### config.mk
export PLATFORM = sky130hd
export DESIGN_NAME = multicycle_controller
export DESIGN_NICKNAME = d
export VERILOG_FILES = /design/src/rtl/multicycle_controller.sv
export SDC_FILE = /design/constraint.sdc
export NUM_CORES = 1
export LEC_CHECK = 0
export ABC_AREA = 1
export CORE_MARGIN = 5
export CORE_UTILIZATION = 51
export CTS_CLUSTER_DIAMETER = 50
export DETAILED_ROUTE_END_ITERATION = 10
export PLACE_DENSITY = 0.89
export SYNTH_ARGS = -nofsm -noshare
export SYNTH_HDL_FRONTEND = slang
export SYNTH_SLANG_ARGS = --single-unit
### constraint.sdc
create_clock -name clk -period 4.2 [get_ports clk]
set_input_delay 1.05 -clock clk [delete_from_list [all_inputs] [get_ports clk]]
set_output_delay 1.05 -clock clk [all_outputs]
set_load 0.03 [all_outputs]
### src/rtl/multicycle_controller.sv
// Multi-cycle control sequencer for the shared-memory datapath: FETCH/DECODE/EXEC/MEM/WB walk,
// memory request handshake with timeout, illegal-opcode trap. Optional MCC_RETIRE_CNT_EN adds retired_count.
module multicycle_controller #(
  parameter int MEM_TIMEOUT = 16
) (
  input  logic        clk,
  input  logic        rst_n,
  input  logic [5:0]  opcode,
  input  logic        mem_ready,
  output logic        mem_req,
  output logic        mem_we,
  output logic        iord,
  output logic        ir_write,
  output logic        pc_write,
  output logic        pc_src,
  output logic        reg_write,
  output logic        alu_src,
  output logic        reg_dst,
  output logic [1:0]  alu_op,
  output logic        mem_to_reg,
  output logic        illegal_op,
  output logic        mem_fault,
  output logic [3:0]  state
`ifdef MCC_RETIRE_CNT_EN
  ,
  output logic [15:0] retired_count
`endif
);

  typedef enum logic [3:0] {
    S_FETCH     = 4'd0,
    S_DECODE    = 4'd1,
    S_EXEC_ADDR = 4'd2,
    S_MEM_RD    = 4'd3,
    S_WB_MEM    = 4'd4,
    S_MEM_WR    = 4'd5,
    S_EXEC_R    = 4'd6,
    S_EXEC_I    = 4'd7,
    S_WB_R      = 4'd8,
    S_JUMP      = 4'd9,
    S_WB_I      = 4'd10,
    S_HALT      = 4'd15
  } state_t;

  localparam logic [5:0] OP_LW    = 6'b100011;
  localparam logic [5:0] OP_SW    = 6'b101011;
  localparam logic [5:0] OP_R     = 6'b100010;
  localparam logic [5:0] OP_NANDI = 6'b001110;
  localparam logic [5:0] OP_J     = 6'b000010;

  // Width never drops to zero so MEM_TIMEOUT=0 still elaborates; the counter is then idle.
  localparam int          CW     = (MEM_TIMEOUT > 0) ? $clog2(MEM_TIMEOUT + 1) : 1;
  localparam bit          TMO_EN = (MEM_TIMEOUT != 0);
  localparam logic [CW-1:0] LIMIT = CW'(MEM_TIMEOUT - 1);

  state_t          state_r;
  state_t          nxt_s;
  logic [CW-1:0]   cnt_r;
  logic [CW-1:0]   cnt_nxt_s;
  logic            store_r;
  logic            illegal_r;
  logic            fault_r;
  logic            set_ill_s;
  logic            set_flt_s;
  logic            mem_state_s;
  logic            timeout_s;

  // Timeout fires on the MEM_TIMEOUT-th consecutive idle cycle; a ready in that cycle still wins.
  always_comb begin
    if (TMO_EN) begin
      timeout_s = (cnt_r == LIMIT);
    end else begin
      timeout_s = 1'b0;
    end
  end

  // Next-state decode, trap flags and memory-state qualifier.
  always_comb begin
    nxt_s       = state_r;
    set_ill_s   = 1'b0;
    set_flt_s   = 1'b0;
    mem_state_s = 1'b0;
    case (state_r)
      S_FETCH, S_MEM_RD, S_MEM_WR: begin
        mem_state_s = 1'b1;
        if (mem_ready) begin
          case (state_r)
            S_FETCH:  nxt_s = S_DECODE;
            S_MEM_RD: nxt_s = S_WB_MEM;
            default:  nxt_s = S_FETCH;
          endcase
        end else if (timeout_s) begin
          nxt_s     = S_HALT;
          set_flt_s = 1'b1;
        end else begin
          nxt_s = state_r;
        end
      end
      S_DECODE: begin
        case (opcode)
          OP_LW, OP_SW: nxt_s = S_EXEC_ADDR;
          OP_R:         nxt_s = S_EXEC_R;
          OP_NANDI:     nxt_s = S_EXEC_I;
          OP_J:         nxt_s = S_JUMP;
          default: begin
            nxt_s     = S_HALT;
            set_ill_s = 1'b1;
          end
        endcase
      end
      S_EXEC_ADDR: begin
        if (store_r) begin
          nxt_s = S_MEM_WR;
        end else begin
          nxt_s = S_MEM_RD;
        end
      end
      S_EXEC_R: nxt_s = S_WB_R;
      S_EXEC_I: nxt_s = S_WB_I;
      S_WB_MEM, S_WB_R, S_WB_I, S_JUMP: nxt_s = S_FETCH;
      S_HALT:   nxt_s = S_HALT;
      default:  nxt_s = S_HALT;
    endcase
  end

  // Counter restarts on every state change, so each memory state begins its window at zero.
  always_comb begin
    if (nxt_s != state_r) begin
      cnt_nxt_s = '0;
    end else if (TMO_EN && mem_state_s && !mem_ready) begin
      cnt_nxt_s = cnt_r + CW'(1);
    end else begin
      cnt_nxt_s = cnt_r;
    end
  end

  // State register, timeout counter, lw/sw latch and sticky traps.
  always_ff @(posedge clk) begin
    if (!rst_n) begin
      state_r   <= S_FETCH;
      cnt_r     <= '0;
      store_r   <= 1'b0;
      illegal_r <= 1'b0;
      fault_r   <= 1'b0;
    end else begin
      state_r   <= nxt_s;
      cnt_r     <= cnt_nxt_s;
      store_r   <= (state_r == S_DECODE) ? (opcode == OP_SW) : store_r;
      illegal_r <= illegal_r | set_ill_s;
      fault_r   <= fault_r | set_flt_s;
    end
  end

  // Control decode: Moore on state except ir_write/pc_write in FETCH; all zero while in reset.
  always_comb begin
    mem_req    = 1'b0;
    mem_we     = 1'b0;
    iord       = 1'b0;
    ir_write   = 1'b0;
    pc_write   = 1'b0;
    pc_src     = 1'b0;
    reg_write  = 1'b0;
    alu_src    = 1'b0;
    reg_dst    = 1'b0;
    alu_op     = 2'b00;
    mem_to_reg = 1'b0;
    illegal_op = 1'b0;
    mem_fault  = 1'b0;
    state      = 4'd0;
    if (rst_n) begin
      state      = state_r;
      illegal_op = illegal_r;
      mem_fault  = fault_r;
      case (state_r)
        S_FETCH: begin
          mem_req  = 1'b1;
          ir_write = mem_ready;
          pc_write = mem_ready;
        end
        S_EXEC_ADDR: alu_src = 1'b1;
        S_MEM_RD: begin
          mem_req = 1'b1;
          iord    = 1'b1;
        end
        S_WB_MEM: reg_write = 1'b1;
        S_MEM_WR: begin
          mem_req = 1'b1;
          mem_we  = 1'b1;
          iord    = 1'b1;
        end
        S_EXEC_R: alu_op = 2'b10;
        S_WB_R: begin
          reg_write  = 1'b1;
          reg_dst    = 1'b1;
          mem_to_reg = 1'b1;
        end
        S_EXEC_I: begin
          alu_src = 1'b1;
          alu_op  = 2'b01;
        end
        S_WB_I: begin
          reg_write  = 1'b1;
          mem_to_reg = 1'b1;
        end
        S_JUMP: begin
          pc_write = 1'b1;
          pc_src   = 1'b1;
        end
        default: state = state_r;
      endcase
    end else begin
      state = 4'd0;
    end
  end

`ifdef MCC_RETIRE_CNT_EN
  logic [15:0] ret_r;
  logic        retire_s;

  // An instruction retires in its last cycle; a store retires when its write is accepted.
  always_comb begin
    case (state_r)
      S_WB_MEM, S_WB_R, S_WB_I, S_JUMP: retire_s = 1'b1;
      S_MEM_WR: retire_s = mem_ready;
      default:  retire_s = 1'b0;
    endcase
  end

  // Retirement counter, wraps naturally at 16 bits.
  always_ff @(posedge clk) begin
    if (!rst_n) begin
      ret_r <= 16'd0;
    end else if (retire_s) begin
      ret_r <= ret_r + 16'd1;
    end else begin
      ret_r <= ret_r;
    end
  end

  // Output gated to zero while reset is held.
  always_comb begin
    if (rst_n) begin
      retired_count = ret_r;
    end else begin
      retired_count = 16'd0;
    end
  end
`endif

endmodule

Word-level counts from Yosys, hierarchy flattened. Cells that the tools add are included.

Bits in registers: 12. Input port bits: 9. Logic and storage cells: 74.

Bitwise logic cells: 3. Equal/unequal tests: 17. Mux-type cells: 36. $add $sub $neg: 1. Reductions and logical operators: 12.

Operator list (number): two-way mux 1 bit (26); case mux 4 bit (6 select lines) (1); equality test 6 bit (second input constant) (3); equality test 4 x 3 -> 1 bit (second input constant) (4); case mux 4 bit (4 select lines) (1); equality test 4 bit (second input constant) (3); two-way mux 4 bit (3); OR reduction 2 bit (5); equality test 4 x 2 -> 1 bit (second input constant) (2); equality test 6 x 2 -> 1 bit (second input constant) (1); equality test 6 x 4 -> 1 bit (second input constant) (1); case mux 3 bit (2 select lines) (1); OR reduction 3 bit (2); adder 5 x 1 -> 5 bit (second input constant) (1); equality test 5 x 4 -> 1 bit (second input constant) (1); OR reduction 5 bit (1); equality test 4 x 1 -> 1 bit (second input constant) (1); zero test 4 bit (1); != test 4 bit (1); case mux 2 bit (2 select lines) (1); OR reduction 4 bit (1); two-way mux 3 bit (1); two-way mux 2 bit (1); OR 1 bit (2); other kinds (4) (4).

Longest topological paths before layout. Gate-level depths: netlist of run 1.

Word-level depth: 6. Mapped depth: 14. Gate-level depth less buffers: 14.

Least setup slack after synthesis of run 1. No wires, ideal clock.

Path type: input to output. From: input port rst_n. To: output port reg_dst. Stages on the path: 3. Path buffers: 1. Arrival: 2303 ps. Setup slack: 847 ps. Cells stage by stage: clkbuf_1 -> nand2_1 -> nor4_1.

Longest elaborated chain between the ends: 1.

RTL lines: start: declaration (line 7) `input logic rst_n,`; two-way mux 1 bit (line 170) `if (rst_n) begin`; end: declaration (line 18) `output logic reg_dst,`.

Every way passes these cells.

Worst setup path after layout of run 1. Same ends and word-level chain as after synthesis.

==> results of run 1 <==
## stage by stage
| step | std cells | power [uW] | hold slack (ns) |
|---|---|---|---|
| 6_report | 222 | 770 | 0.480 |
| 5_1_grt | 222 | 837 | 0.503 |
| 3_3_place_gp | 218 | 668 | 0.441 |
| 3_5_place_dp | 218 | 677 | 0.461 |
| 2_1_floorplan | 168 | 560 | 0.421 |
| 4_1_cts | 222 | 772 | 0.482 |
## metal layers
layer  wire, um  vias up
li1           -      575
met3        133        4
met2       1330       38
met4         39        0
met1       1110      505
met5          0        -
## tightest hold or removal path, delay by kind of cell, from the launching register on
family,cells,cell delay (ns)
and+or+nand+nor,2,0.14
DFF,1,0.32
## layout by cell type (no fill, tap or decap), drive strengths merged, types with 3 or more instances in the layout
master         count
nand2             44
nor2              32
inv               30
clkdlybuf4s50     26
nand3             15
dfxtp             12
a21oi             10
o21ai              6
clkbuf             4
nand4              3
## cell usage after synthesis, types with 3 or more instances
library cell / n
sky130_fd_sc_hd__a21oi_1: 8
sky130_fd_sc_hd__dfxtp_1: 12
sky130_fd_sc_hd__inv_1: 27
sky130_fd_sc_hd__inv_2: 3
sky130_fd_sc_hd__nand2_1: 39
sky130_fd_sc_hd__nand2_2: 5
sky130_fd_sc_hd__nand3_1: 13
sky130_fd_sc_hd__nand4_1: 3
sky130_fd_sc_hd__nor2_1: 27
sky130_fd_sc_hd__nor2_2: 3
sky130_fd_sc_hd__o21ai_0: 6
## cells by family (layout without fill, tap and decap cells)
family / after synthesis / count (layout) / synth area share
compound gates: 19 / 19 / 0.108
xor+xnor: 3 / 3 / 0.0263
fa+ha+maj: 2 / 2 / 0.0250
buf+inv: 35 / 62 / 0.146
flops: 12 / 12 / 0.240
mux: 1 / 1 / 0.0113
simple gates: 96 / 96 / 0.443
## flip-flops by register name, summed over array words and instances, names as in the netlist
name	count
cnt_r	5
fault_r	1
illegal_r	1
state_r	4
store_r	1
## where the power goes
part	total [uW]	internal, uW	switching, uW
Clock	94.2	52.8	41.5
Combinational	494	182	312
Sequential	182	140	41.5
Total	770	375	395
## layout make-up
type | instances | area, um2 | share of cell area
Sequential cell | 12 | 240 | 0.184
Multi-Input combinational cell | 121 | 613 | 0.469
Tap cell | 27 | 33.8 | 0.0258
Inverter | 31 | 116 | 0.0890
Timing Repair Buffer | 27 | 268 | 0.205
Clock buffer | 4 | 36.3 | 0.0278
## path summary, 6_finish.rpt
path | end | slack, ns | cells past startpoint
worst max-delay path | reg_dst | 0.44 | 5
worst min-delay path | illegal_r | 0.48 | 2
worst max register to register | cnt_r[1] | 2.30 | 13
worst min register to register | illegal_r | 0.48 | 2
==> impl_results.md, run 1 <==
- Area of all placed cells without fillers: 0.00131 mm2
- Count of buffer and inverter cells on the critical path: 3
- Clock tree root buffer cell: sky130_fd_sc_hd__clkbuf_4
- Synth warn: 0
- Critical path capture point type: output pin
- Syn Nets: 179
- CTS sink cnt: 12
- Highest Clock Rate: 0.266 GHz
- Worst slew pin tran: 0.334 ns
- Worst path most repeated cell: sky130_fd_sc_hd__clkdlybuf4s50_1
- Post-Synthesis Cells: 168
- Total iterations of the first detailed-routing run: 4
- FP Rows: 16
- Placement-stage worst setup slack: 0.426 ns
- Reg2Reg Launch Point: cnt_r[0]
- CP Cell Sequence: clkdlybuf4s50_1 -> buf_4 -> nand2_1 -> nor4_1 -> clkdlybuf4s50_1
- Y dimension of the die: 54.3 um
- Fill cell count: 181
- Maximum buffer depth of the clock tree: 2
- Count of hold buffers inserted by post-cts repair: 0
- Worst skew pair latency: 0.28 ns
- CTS HTree Levels: 1
- Fraction of met1 tracks used by global routing: 0.230
- Wire length per cell: 11.8 um
- Origin of the worst setup path: rst_n
- Maximum number of pins on one net before global-route repair: 13
- First-iteration detailed-routing DRC count: 15
- Global placement routability congestion: 0.882
- Post-DP HPWL: 2.12 mm
- Top post-synthesis cells by area: sky130_fd_sc_hd__dfxtp_1 (24%), sky130_fd_sc_hd__nand2_1 (15%), sky130_fd_sc_hd__inv_1 (10%), sky130_fd_sc_hd__nor2_1 (10%), sky130_fd_sc_hd__nand3_1 (6.5%)
- Min-delay src: illegal_r
- Worst setup slack after layout: 0.444 ns
- Number of endpoints failing setup at the final stage: 0
- Max-capacitance violation count: 0
- Post-Syn Area: 1000 um2
- Met3 layer usage reported by global route: 0.0436
- Maximum cell stage delay along the critical path: 0.71 ns
- Layout-stage area growth over the synthesis result: 30.8%
- Routed WL: 2.61 mm
- Share of the core filled with cells: 0.680
- Kind of cell adding the most delay to the critical path: buffers and inverters
- Floorplan core area: 0.00192 mm2
- Relative slew slack: 0.777
- Outcome: complete, no violations
- Post-detailed-route via-to-cell ratio: 5.05
- Setup fix buffers added after clock tree synthesis: 0
- Die Span X: 54.3 um
- Worst ir drop on vdd: 0.357 mV
- Hold violation count in the final report: 0
- Power per cell area: 589 mW/mm2
- Syn Area/Cell: 5.95 um2
- Met2 track utilization from global routing: 0.376
- Top fanout value on the critical path: 12
- CP arrival: 2.71 ns
- CTS buffer count: 3
- Master of the slowest instance on the critical path: sky130_fd_sc_hd__clkdlybuf4s50_1
- Worst hold path type: flop to flop
- Vias in the first global route: 1085
- Cell variety after synth: 27
- Antenna diodes: 0
- Tcrit/Tclk final: 0.894
- Sequential element share of the synthesized area: 0.240
- Initial Utilization: 0.520
- Crit Path Category: input pin to output pin
- Cts repair resizes: 0
- Global Route Usage Sum: 0.208
- Static power due to leakage: 0.000634 uW
- Number of slew-limit violations in the final report: 0
- Number of synthesized flops with an enable pin: 0
- Synth top area share: 0.240
- Antenna violations before repair: 0
- Number of port buffers: 26
- Area of the die: 0.00295 mm2
- Unrepaired setup endpoints after global routing: no
- DRT antenna net count: 0
- Share of synthesized flip-flops with an asynchronous set or reset: 0
- Cell type with the highest aggregate area in the netlist: sky130_fd_sc_hd__dfxtp_1
- Required time reported for the critical path endpoint: 3.15 ns
- Area post-placement: 0.00127 mm2
- Leftover overflow at the end of global routing: 0
- TritonCTS clock tree: done
- Critical Path Source Type: input pin
- Total number of vias: 1122
- Commonest register cell after synthesis: sky130_fd_sc_hd__dfxtp_1
- Final critical-path required period: 3.76 ns
- Share of final-layout standard cells stronger than drive strength 1: 0.118
- Worst-path clk slew: 0.08 ns
- Post-synthesis register bit count: 12
- Total I/O pin count: 27
- DRC violation count after routing: 0
- Final-layout setup total negative slack: 0 ns
- Layout Skew: 0.00372 ns
- GRT Max-Usage Layer: met2
- Wire length of the first global-routing pass: 4.40 mm
- Post-layout nets: 207
Note: power is estimated with default switching activity, not from simulation.
==> inputs of run 2 (changes only) <==
ABC_AREA = not set   (was 1)
CORE_UTILIZATION = 53   (was 51)
PLACE_DENSITY = 0.9   (was 0.89)
RECOVER_POWER = 50   (was not set)
==> impl_results.md, run 2 <==
- Final critical-path required period: 3.81 ns (+0.0553 ns)
- Fill cell count: 145 (-20%)
- Antenna diodes: 0 (unchanged)
- Power per cell area: 643 mW/mm2 (+9.1%)
- Wire length per cell: 15.1 um (+28%)
- Fraction of met1 tracks used by global routing: 0.236 (+0.00579)
- Hold violation count in the final report: 0 (unchanged)
- Synth warn: 0 (unchanged)
- Required time reported for the critical path endpoint: 3.15 ns (about the same)
- Cts repair resizes: 0 (unchanged)
- Area of the die: 0.00313 mm2 (+6.1%)
- Clock tree root buffer cell: sky130_fd_sc_hd__clkbuf_4
- Initial Utilization: 0.564 (+0.0436)
- Crit Path Category: input pin to output pin
- Reg2Reg Launch Point: cnt_r[0]
- Syn Nets: 162 (-9.5%)
- Met2 track utilization from global routing: 0.351 (-0.0251)
- Y dimension of the die: 55.9 um (+3.0%)
- Final-layout setup total negative slack: 0 ns (unchanged)
- Post-synthesis register bit count: 12 (unchanged)
- Share of final-layout standard cells stronger than drive strength 1: 0.0847 (-0.0332)
- Outcome: complete, no violations
- Worst ir drop on vdd: 0.460 mV (+29%)
- DRC violation count after routing: 0 (unchanged)
- Post-Syn Area: 0.00112 mm2 (+12%)
- Post-layout nets: 189 (-8.7%)
- Cell variety after synth: 50 (+85%)
- Total number of vias: 1265 (+13%)
- Unrepaired setup endpoints after global routing: no
- CTS sink cnt: 12 (unchanged)
- Number of synthesized flops with an enable pin: 0 (unchanged)
- Total iterations of the first detailed-routing run: 4 (unchanged)
- Post-detailed-route via-to-cell ratio: 6.20 (+23%)
- CTS HTree Levels: 1 (unchanged)
- Routed WL: 3.08 mm (+18%)
- FP Rows: 16 (unchanged)
- Floorplan core area: 0.00198 mm2 (+3.1%)
- Vias in the first global route: 1139 (+5.0%)
- Cell type with the highest aggregate area in the netlist: sky130_fd_sc_hd__dfxtp_1
- Layout Skew: 0.00465 ns (+0.000931 ns)
- Number of slew-limit violations in the final report: 0 (unchanged)
- Setup fix buffers added after clock tree synthesis: 0 (unchanged)
- Maximum number of pins on one net before global-route repair: 23 (+10)
- Worst hold path type: flop to flop
- Most frequent cells in the layout: sky130_fd_sc_hd__clkdlybuf4s50_1 (21), sky130_fd_sc_hd__nor2_1 (18), sky130_fd_sc_hd__dfxtp_1 (12), sky130_fd_sc_hd__nor3_1 (10)
- Worst slew pin tran: 0.689 ns (+0.355 ns)
- Min-delay src: illegal_r
- Origin of the worst setup path: mem_ready
- Layout-stage area growth over the synthesis result: 29.6%
- Met3 layer usage reported by global route: 0.0232 (-0.0204)
- Most frequent cell after synthesis: sky130_fd_sc_hd__nor2_1
- TritonCTS clock tree: done
- Count of hold buffers inserted by post-cts repair: 0 (unchanged)
- Top fanout value on the critical path: 8 (-4)
- Commonest register cell after synthesis: sky130_fd_sc_hd__dfxtp_1
- Number of port buffers: 26 (unchanged)
- Die Span X: 55.9 um (+3.0%)
- Max-capacitance violation count: 0 (unchanged)
- Worst-path clk slew: 0.08 ns (about the same)
- GRT Max-Usage Layer: met2
- Largest registers: cnt_r (5), state_r (4)
- Tcrit/Tclk final: 0.908 (+0.0132)
- Worst skew pair latency: 0.28 ns (about the same)
- Flip-flop count of the largest register after layout: 5 (unchanged)
- Post-Synthesis Cells: 151 (-10%)
- Share of synthesized flip-flops with an asynchronous set or reset: 0 (unchanged)
- CTS buffer count: 3 (unchanged)
- First-iteration detailed-routing DRC count: 41 (+26)
- Relative slew slack: 0.540 (-0.237)
- Depth of the worst register-to-register path: 8 (-5)
- Maximum buffer depth of the clock tree: 2 (unchanged)
- Global placement routability congestion: 0.896 (+1.6%)
- Static power due to leakage: 0.000552 uW (-13%)
- Largest reg by FF count: cnt_r
- Cell types with the highest counts after synthesis: sky130_fd_sc_hd__nor2_1 (18), sky130_fd_sc_hd__dfxtp_1 (12), sky130_fd_sc_hd__nor3_1 (10), sky130_fd_sc_hd__a21oi_1 (9), sky130_fd_sc_hd__nand2_1 (9)
- Global Route Usage Sum: 0.195 (-0.0128)
- Post-DP HPWL: 2.29 mm (+8.1%)
- Critical Path Source Type: input pin
- CP arrival: 2.76 ns (+0.05 ns)
- Worst hold path stage count: 1 (-1)
- Power, Total: 931 uW (+21%)
- Leftover overflow at the end of global routing: 0 (unchanged)
- Syn Area/Cell: 7.40 um2 (+24%)
- DRT antenna net count: 0 (unchanged)
- Number of endpoints failing setup at the final stage: 0 (unchanged)
- Critical path capture point type: output pin
- Most common cell after layout, fill and taps aside: sky130_fd_sc_hd__clkdlybuf4s50_1
- Top post-synthesis cells by area: sky130_fd_sc_hd__dfxtp_1 (22%), sky130_fd_sc_hd__nor2_1 (6.0%), sky130_fd_sc_hd__nor3_1 (4.5%), sky130_fd_sc_hd__a21oi_1 (4.0%), sky130_fd_sc_hd__and2_1 (3.9%)
- Highest Clock Rate: 0.262 GHz (-1.5%)
- Sequential element share of the synthesized area: 0.215 (-0.0253)
- Total I/O pin count: 27 (unchanged)
- Wire length of the first global-routing pass: 5.10 mm (+16%)
- Antenna violations before repair: 0 (unchanged)
- Synth top area share: 0.215 (-0.0253)
-- run 2: cell count changes in the layout (fill, tap and decap cells not counted), moves of 5 or more --
cell                              previous run  this run
sky130_fd_sc_hd__inv_1                      27         3
sky130_fd_sc_hd__nor2b_1                     0         6
sky130_fd_sc_hd__nand2b_1                    0         5
sky130_fd_sc_hd__nor2_1                     27        18
sky130_fd_sc_hd__and2_1                      0         7
sky130_fd_sc_hd__clkdlybuf4s50_1            26        21
sky130_fd_sc_hd__dlygate4sd3_1               0         5
sky130_fd_sc_hd__nand2_1                    39         9
sky130_fd_sc_hd__nor3_1                      1        10
sky130_fd_sc_hd__nand3_1                    13         3
sky130_fd_sc_hd__nand2_2                     5         0
-- run 2: layout make-up --
| type | count | area, um2 | share of cell area |
|---|---|---|---|
| multi-input combinational | 126 | 825 | 0.570 |
| tap | 27 | 33.8 | 0.0233 |
| inverter | 4 | 15.0 | 0.0104 |
| sequential | 12 | 240 | 0.166 |
| clock buffer | 4 | 36.3 | 0.0251 |
| timing repair buffer | 31 | 298 | 0.206 |
-- run 2: worst paths after layout --
kind	to	slack, ns
hold reg to reg	illegal_r	0.47
setup / recovery	pc_write	0.39
setup reg to reg	cnt_r[0]	1.52
hold / removal	illegal_r	0.47
-- run 2: cells by family (layout without fill, tap and decap cells) --
family,Yosys count,after routing,share of synthesized area
AND/OR/NAND/NOR,75,75,0.370
AO/OA/AOI/OAI,42,42,0.289
buffers and inverters,13,39,0.0470
flip-flops,12,12,0.215
XOR/XNOR,5,5,0.0392
adder cells (fa/ha/maj),2,2,0.0224
multiplexers,2,2,0.0179
-- run 2: power by group --
group          switching [uW]  total [uW]  internal, uW
Combinational             369         638           269
Clock                    44.4        97.1          52.7
Sequential               56.4         196           139
-- run 2: critical path, stage by stage --
cell	delay (ns)
sky130_fd_sc_hd__dlygate4sd3_1	0.70
sky130_fd_sc_hd__and4_1	0.25
sky130_fd_sc_hd__or2_1	0.10
sky130_fd_sc_hd__clkdlybuf4s50_1	0.66
-- run 2: per-layer routing --
metal | routed length (um) | vias up | share of wire
met3 | 209 | 4 | 0.068
met5 | 0 | - | 0
met1 | 1300 | 587 | 0.42
met4 | 24 | 0 | 0.0078
li1 | - | 606 | -
met2 | 1540 | 68 | 0.50
-- run 2: per-stage QoR --
step / setup slack, ns / hold WS [ns] / area (um2) / util / cells
finish: 0.388 / 0.469 / 1450 / 0.730 / 204
CTS: 0.404 / 0.472 / 1450 / 0.730 / 204
floorplan: 0.724 / 0.429 / 1120 / - / 151
global placement: 0.436 / 0.445 / 1410 / 0.712 / 200
detailed placement: 0.407 / 0.452 / 1410 / 0.712 / 200
global route: 0.289 / 0.490 / 1450 / 0.730 / 204
==> inputs of run 3 (changes only) <==
GPL_TIMING_DRIVEN = 1   (was not set)
==> results of run 3 <==
The final DEF is identical to that of run 2; final timing and power are the same.
==> edit 1, RTL diff (config.mk and constraints of run 1) <==
`MEM_TIMEOUT`: 16 -> 32.
--- a/src/rtl/multicycle_controller.sv
+++ b/src/rtl/multicycle_controller.sv
@@ -2,5 +2,5 @@
 // memory request handshake with timeout, illegal-opcode trap. Optional MCC_RETIRE_CNT_EN adds retired_count.
 module multicycle_controller #(
-  parameter int MEM_TIMEOUT = 16
+  parameter int MEM_TIMEOUT = 32
 ) (
   input  logic        clk,
Check against the original RTL: same outputs for any inputs over 10 cycles, from zero or initial values and one cycle with rst_n low; that may be too few to reach the edited logic, so the function may still have changed.
==> edit 1 against run 1 <==
Non-clock buffer count did not move. Synthesized cell count is 3.6% higher. Hold slack improved by 0.029 ns. Wire length increased by 4.4%. Largest power group unchanged. Sequential cell count grew 1. Critical path type unchanged. Power grew 10%. Setup slack got worse by 0.028 ns. Cell area increased by 7.8%. Area after synthesis is 9.1% higher. Combinational power is 19% higher.
==> edit 1: results (changes against run 1) <==
- Outcome: finished, final reports clean
- Slowest stage delay, CP: 0.69 ns (-0.02 ns)
- Largest cells by area after synthesis: dfxtp_1 24%, nand2_1 15%, inv_1 8.6%
- Post-Route Skew: 0.0107 ns (+0.00697 ns)
- Layout Nets: 214 (+3.4%)
- First-pass GRT wire length: 4620 µm (+5.2%)
- Biggest regs: cnt_r x6, state_r x4
- Dpl cell area: 1380 µm² (+8.9%)
- Reg area: 260 µm² (+8.3%)
- Hold EP: fault_r$_SDFF_PN0_
- Grt met1 use: 0.190 (-0.0400)
- WL met1: 1140 µm (+3.1%)
- Mean Syn Cell Area: 6.27 µm² (+5.4%)
- Final wirelength: 2730 µm (+4.4%)
- Largest net degree at the start of global routing: 14 (+1)
- Synth Register Bits: 13 (+1)
- Pre-CTS setup slack: 0.439 ns (+0.0132 ns)
- Area of the multi-input gates: 691 µm² (+13%)
- Rel. slew slack: 0.725 (-0.0518)
- Hold path startpoint: fault_r$_SDFF_PN0_
- Die width: 56.3 µm (+3.6%)
- Max reg flops: 6 (+1)
- RD Place Congestion: 0.901 (+2.2%)
- Dpl cells: 226 (+3.7%)
- Setup crit end: iord
- Clk pwr: 0.0800 mW (-15%)
- Crit path DAT: 2.73 ns (+0.02 ns)
- Layout cells sized above 1: 0.182 (+0.0643)
- Crit path max fanout: 13 (+1)
- Met2 Wirelength: 1340 µm (+0.45%)
- Buffering overhead: 0.190 (-0.0149)
- Final clock-cell share: 0.0186 (-0.00912)
- Syn nets: 184 (+2.8%)
- R2R depth: 10 (-3)
- Hpwl dp: 2170 µm (+2.0%)
- Via Count: 1,198 (+6.8%)
- Design area: 1410 µm² (+7.8%)
- Met2 Usage GRT: 0.331 (-0.0459)
- Reg-to-reg endpoint: cnt_r[3]$_SDFFE_PP0P_
- DRT iter0 DRCs: 40 (+25)
- LEAKAGE: 0.692 nW (+9.2%)
- Worst reg-to-reg setup slack: 2.41 ns (+0.11 ns)
- Wirelength per Cell: 11.9 µm (+0.73%)
- Met3 Track Usage GR: 0.0344 (-0.00919)
- Final worst path period need: 3.78 ns (+0.0278 ns)
- #MultiIn Comb: 124 (+2.5%)
edit 1: cell count changes after synthesis, moves of 3 or more:
| cell | change |
|---|---|
| xor2_1 | +3 |
| inv_2 | +6 |
| nand2_1 | +4 |
| nor3_2 | +6 |
| nor2_1 | -6 |
| o21ai_0 | -4 |
edit 1: stage by stage:
stage,hold slack (ns),power [mW]
finish,0.508,0.849
global route,0.501,0.915
detailed placement,0.448,0.767
floorplan,0.424,0.624
CTS,0.481,0.847
global placement,0.457,0.748
edit 1: cells by family (layout without fill, tap and decap cells):
kind of cell / Yosys count / after routing / synth area share
DFF: 13 / 13 / 0.239
buffers and inverters: 37 / 66 / 0.128
adders and majority gates: 1 / 1 / 0.0115
xor gates and xnor gates: 5 / 5 / 0.0401
AOI/OAI and AO/OA: 14 / 14 / 0.0745
and+or+nand+nor: 104 / 104 / 0.507
edit 1: tightest hold or removal path, stage by stage (launching register included):
cell	delay (ns)
dfxtp_1	0.34
nand2_1	0.07
o31ai_1	0.07
==> edit 2, RTL diff (flow settings as in run 1) <==
Without the edit above. Put a register stage on the output `mem_fault`, without a reset. The value now appears one clock later. The other outputs are not delayed to match.
--- a/src/rtl/multicycle_controller.sv
+++ b/src/rtl/multicycle_controller.sv
@@ -54,4 +54,6 @@
   localparam logic [CW-1:0] LIMIT = CW'(MEM_TIMEOUT - 1);
 
+  logic mem_fault_d;
+
   state_t          state_r;
   state_t          nxt_s;
@@ -166,10 +168,10 @@
     mem_to_reg = 1'b0;
     illegal_op = 1'b0;
-    mem_fault  = 1'b0;
+    mem_fault_d = 1'b0;
     state      = 4'd0;
     if (rst_n) begin
       state      = state_r;
       illegal_op = illegal_r;
-      mem_fault  = fault_r;
+      mem_fault_d = fault_r;
       case (state_r)
         S_FETCH: begin
@@ -248,4 +250,8 @@
 `endif
 
+  always_ff @(posedge clk) begin
+    mem_fault <= mem_fault_d;
+  end
+
 endmodule
 
Behaviour: no difference found for any inputs over 10 cycles, from zero or initial values and one cycle with rst_n low; that may be too few to reach the edited logic, so the function may still have changed.
==> edit 2 against run 1 <==
Cell area is 7.4% higher. Sequential cell count increased by 1. Clock power decreased by 11%. Power is 5.4% higher. Synthesized cell count grew 7.7%. Count of clock-buffer cells in the layout unchanged. Critical path depth is 1 lower. Critical path type unchanged. Area after synthesis rose by 12%. Setup slack better by 0.032 ns. Wire length increased by 2.8%. Non-clock buffer count unchanged. Combinational power grew 9.7%. Register-to-register slack better by 0.08 ns. Largest power group unchanged.
==> edit 2: results (changes against run 1) <==
- Worst-case clock buffer depth: 2 (unchanged)
- Setup Fix Bufs, Post-CTS: 0 (unchanged)
- Clk_lat worst skew: 0.28 ns (about the same)
- Clock transition at path regs: 0.09 ns
- Crit path DAT: 2.67 ns (-0.04 ns)
- Synth cell types: 25 (-7.4%)
- First-pass iteration count of the detailed router: 4 (unchanged)
- Post-synth ARST share: 0 (unchanged)
- Pre-CTS setup slack: 0.479 ns (+0.0534 ns)
- H-tree Lvls: 1 (unchanged)
- Outcome: finished, final reports clean
- GRT Util Overall: 0.180 (-0.0273)
- Ant diodes: 0 (unchanged)
- Post-synth top flop: dfxtp_1
- Final Hold Viols: 0 (unchanged)
- Syn nets: 192 (+7.3%)
- Post-Route Skew: 0.00104 ns (-0.00268 ns)
- Crit path max fanout: 11 (-1)
- Post-CTS sizing: 0 (unchanged)
- Dpl cell area: 1380 µm² (+8.4%)
- IO buf count: 26 (unchanged)
- Initial antenna violation count: 0 (unchanged)
- Layout cells sized above 1: 0.159 (+0.0415)
- Vias in the first global route: 1,085 (unchanged)
- Mean Syn Cell Area: 6.17 µm² (+3.6%)
- Sequential element share of the synthesized area: 0.233 (-0.00712)
- Dpl cells: 231 (+6.0%)
- Rel. slew slack: 0.742 (-0.0343)
- Cts bufs inserted: 3 (unchanged)
- Largest cells by area after synthesis: dfxtp_1 23%, nand2_1 16%, inv_1 9.8%
- LEAKAGE: 0.693 nW (+9.3%)
- DRT iter0 DRCs: 47 (+32)
- Wirelength per Cell: 11.4 µm (-2.9%)
- RD Place Congestion: 0.881 (-0.10%)
- First-pass GRT wire length: 4660 µm (+6.1%)
- Fillers: 201 (+11%)
- Largest net degree at the start of global routing: 12 (-1)
- Biggest regs: cnt_r x5, state_r x4
- Top cells by instance count after synthesis: 49 x nand2_1, 29 x inv_1, 20 x nor2_1
- Layout Nets: 219 (+5.8%)
- Via/cell ratio: 4.90 (-3.0%)
- Hpwl dp: 2070 µm (-2.5%)
- CTS root buf: clkbuf_4
- Hold Path Class: reg2reg
- Max VDD drop: 0.365 mV (+2.4%)
- Via Count: 1,152 (+2.7%)
- Synth Warn #: 0 (unchanged)
edit 2: cell count changes in the layout (fill, tap and decap cells not counted), moves of 3 or more:
cell	before	now
inv_2	3	6
nand2_1	39	49
nor2_1	27	20
nor3_2	0	5
edit 2: final timing paths:
kind	start	end	slack, ns	cells past startpoint
worst max-delay path	rst_n	iord	0.48	4
worst min-delay path	fault_r$_SDFF_PN0_	mem_fault$_SDFF_PN0_	0.46	2
worst max register to register	cnt_r[0]$_SDFFE_PP0P_	cnt_r[0]$_SDFFE_PP0P_	2.38	13
worst min register to register	fault_r$_SDFF_PN0_	mem_fault$_SDFF_PN0_	0.46	2
edit 2: cells by family after synthesis:
kind of cell	Yosys count	share of synthesized area
simple gates	105	0.483
buf+inv	41	0.158
compound gates	17	0.0796
flops	13	0.233
xor+xnor	3	0.0235
fa+ha+maj	2	0.0224
edit 2: area by class of cell:
class | instances | area (µm²) | area share
Sequential cell | 13 | 260 | 0.185
Tap cell | 28 | 35.0 | 0.0250
Clock buffer | 4 | 26.3 | 0.0187
Timing Repair Buffer | 27 | 268 | 0.191
Multi-Input combinational cell | 127 | 679 | 0.484
Inverter | 36 | 135 | 0.0963
edit 2: worst max-delay path, cell delays in order:
cell and delay [ns]:
clkdlybuf4s50_1 0.55, inv_1 0.20, a21oi_1 0.18, clkdlybuf4s50_1 0.69
edit 2: power by group:
| part | switching (mW) | internal [mW] | leakage, nW |
|---|---|---|---|
| logic | 0.360 | 0.181 | 0.572 |
| clock network | 0.0469 | 0.0369 | 0.0150 |
| registers | 0.0404 | 0.146 | 0.106 |
| total | 0.448 | 0.364 | 0.693 |
edit 2: routing by layer:
metal | track usage | vias to the layer above | part of all wire
met5 | 0 | - | 0
met1 | 0.218 | 487 | 0.43
met2 | 0.307 | 50 | 0.49
met4 | 0.0662 | 0 | 0.019
met3 | 0.0437 | 7 | 0.065
li1 | - | 608 | -
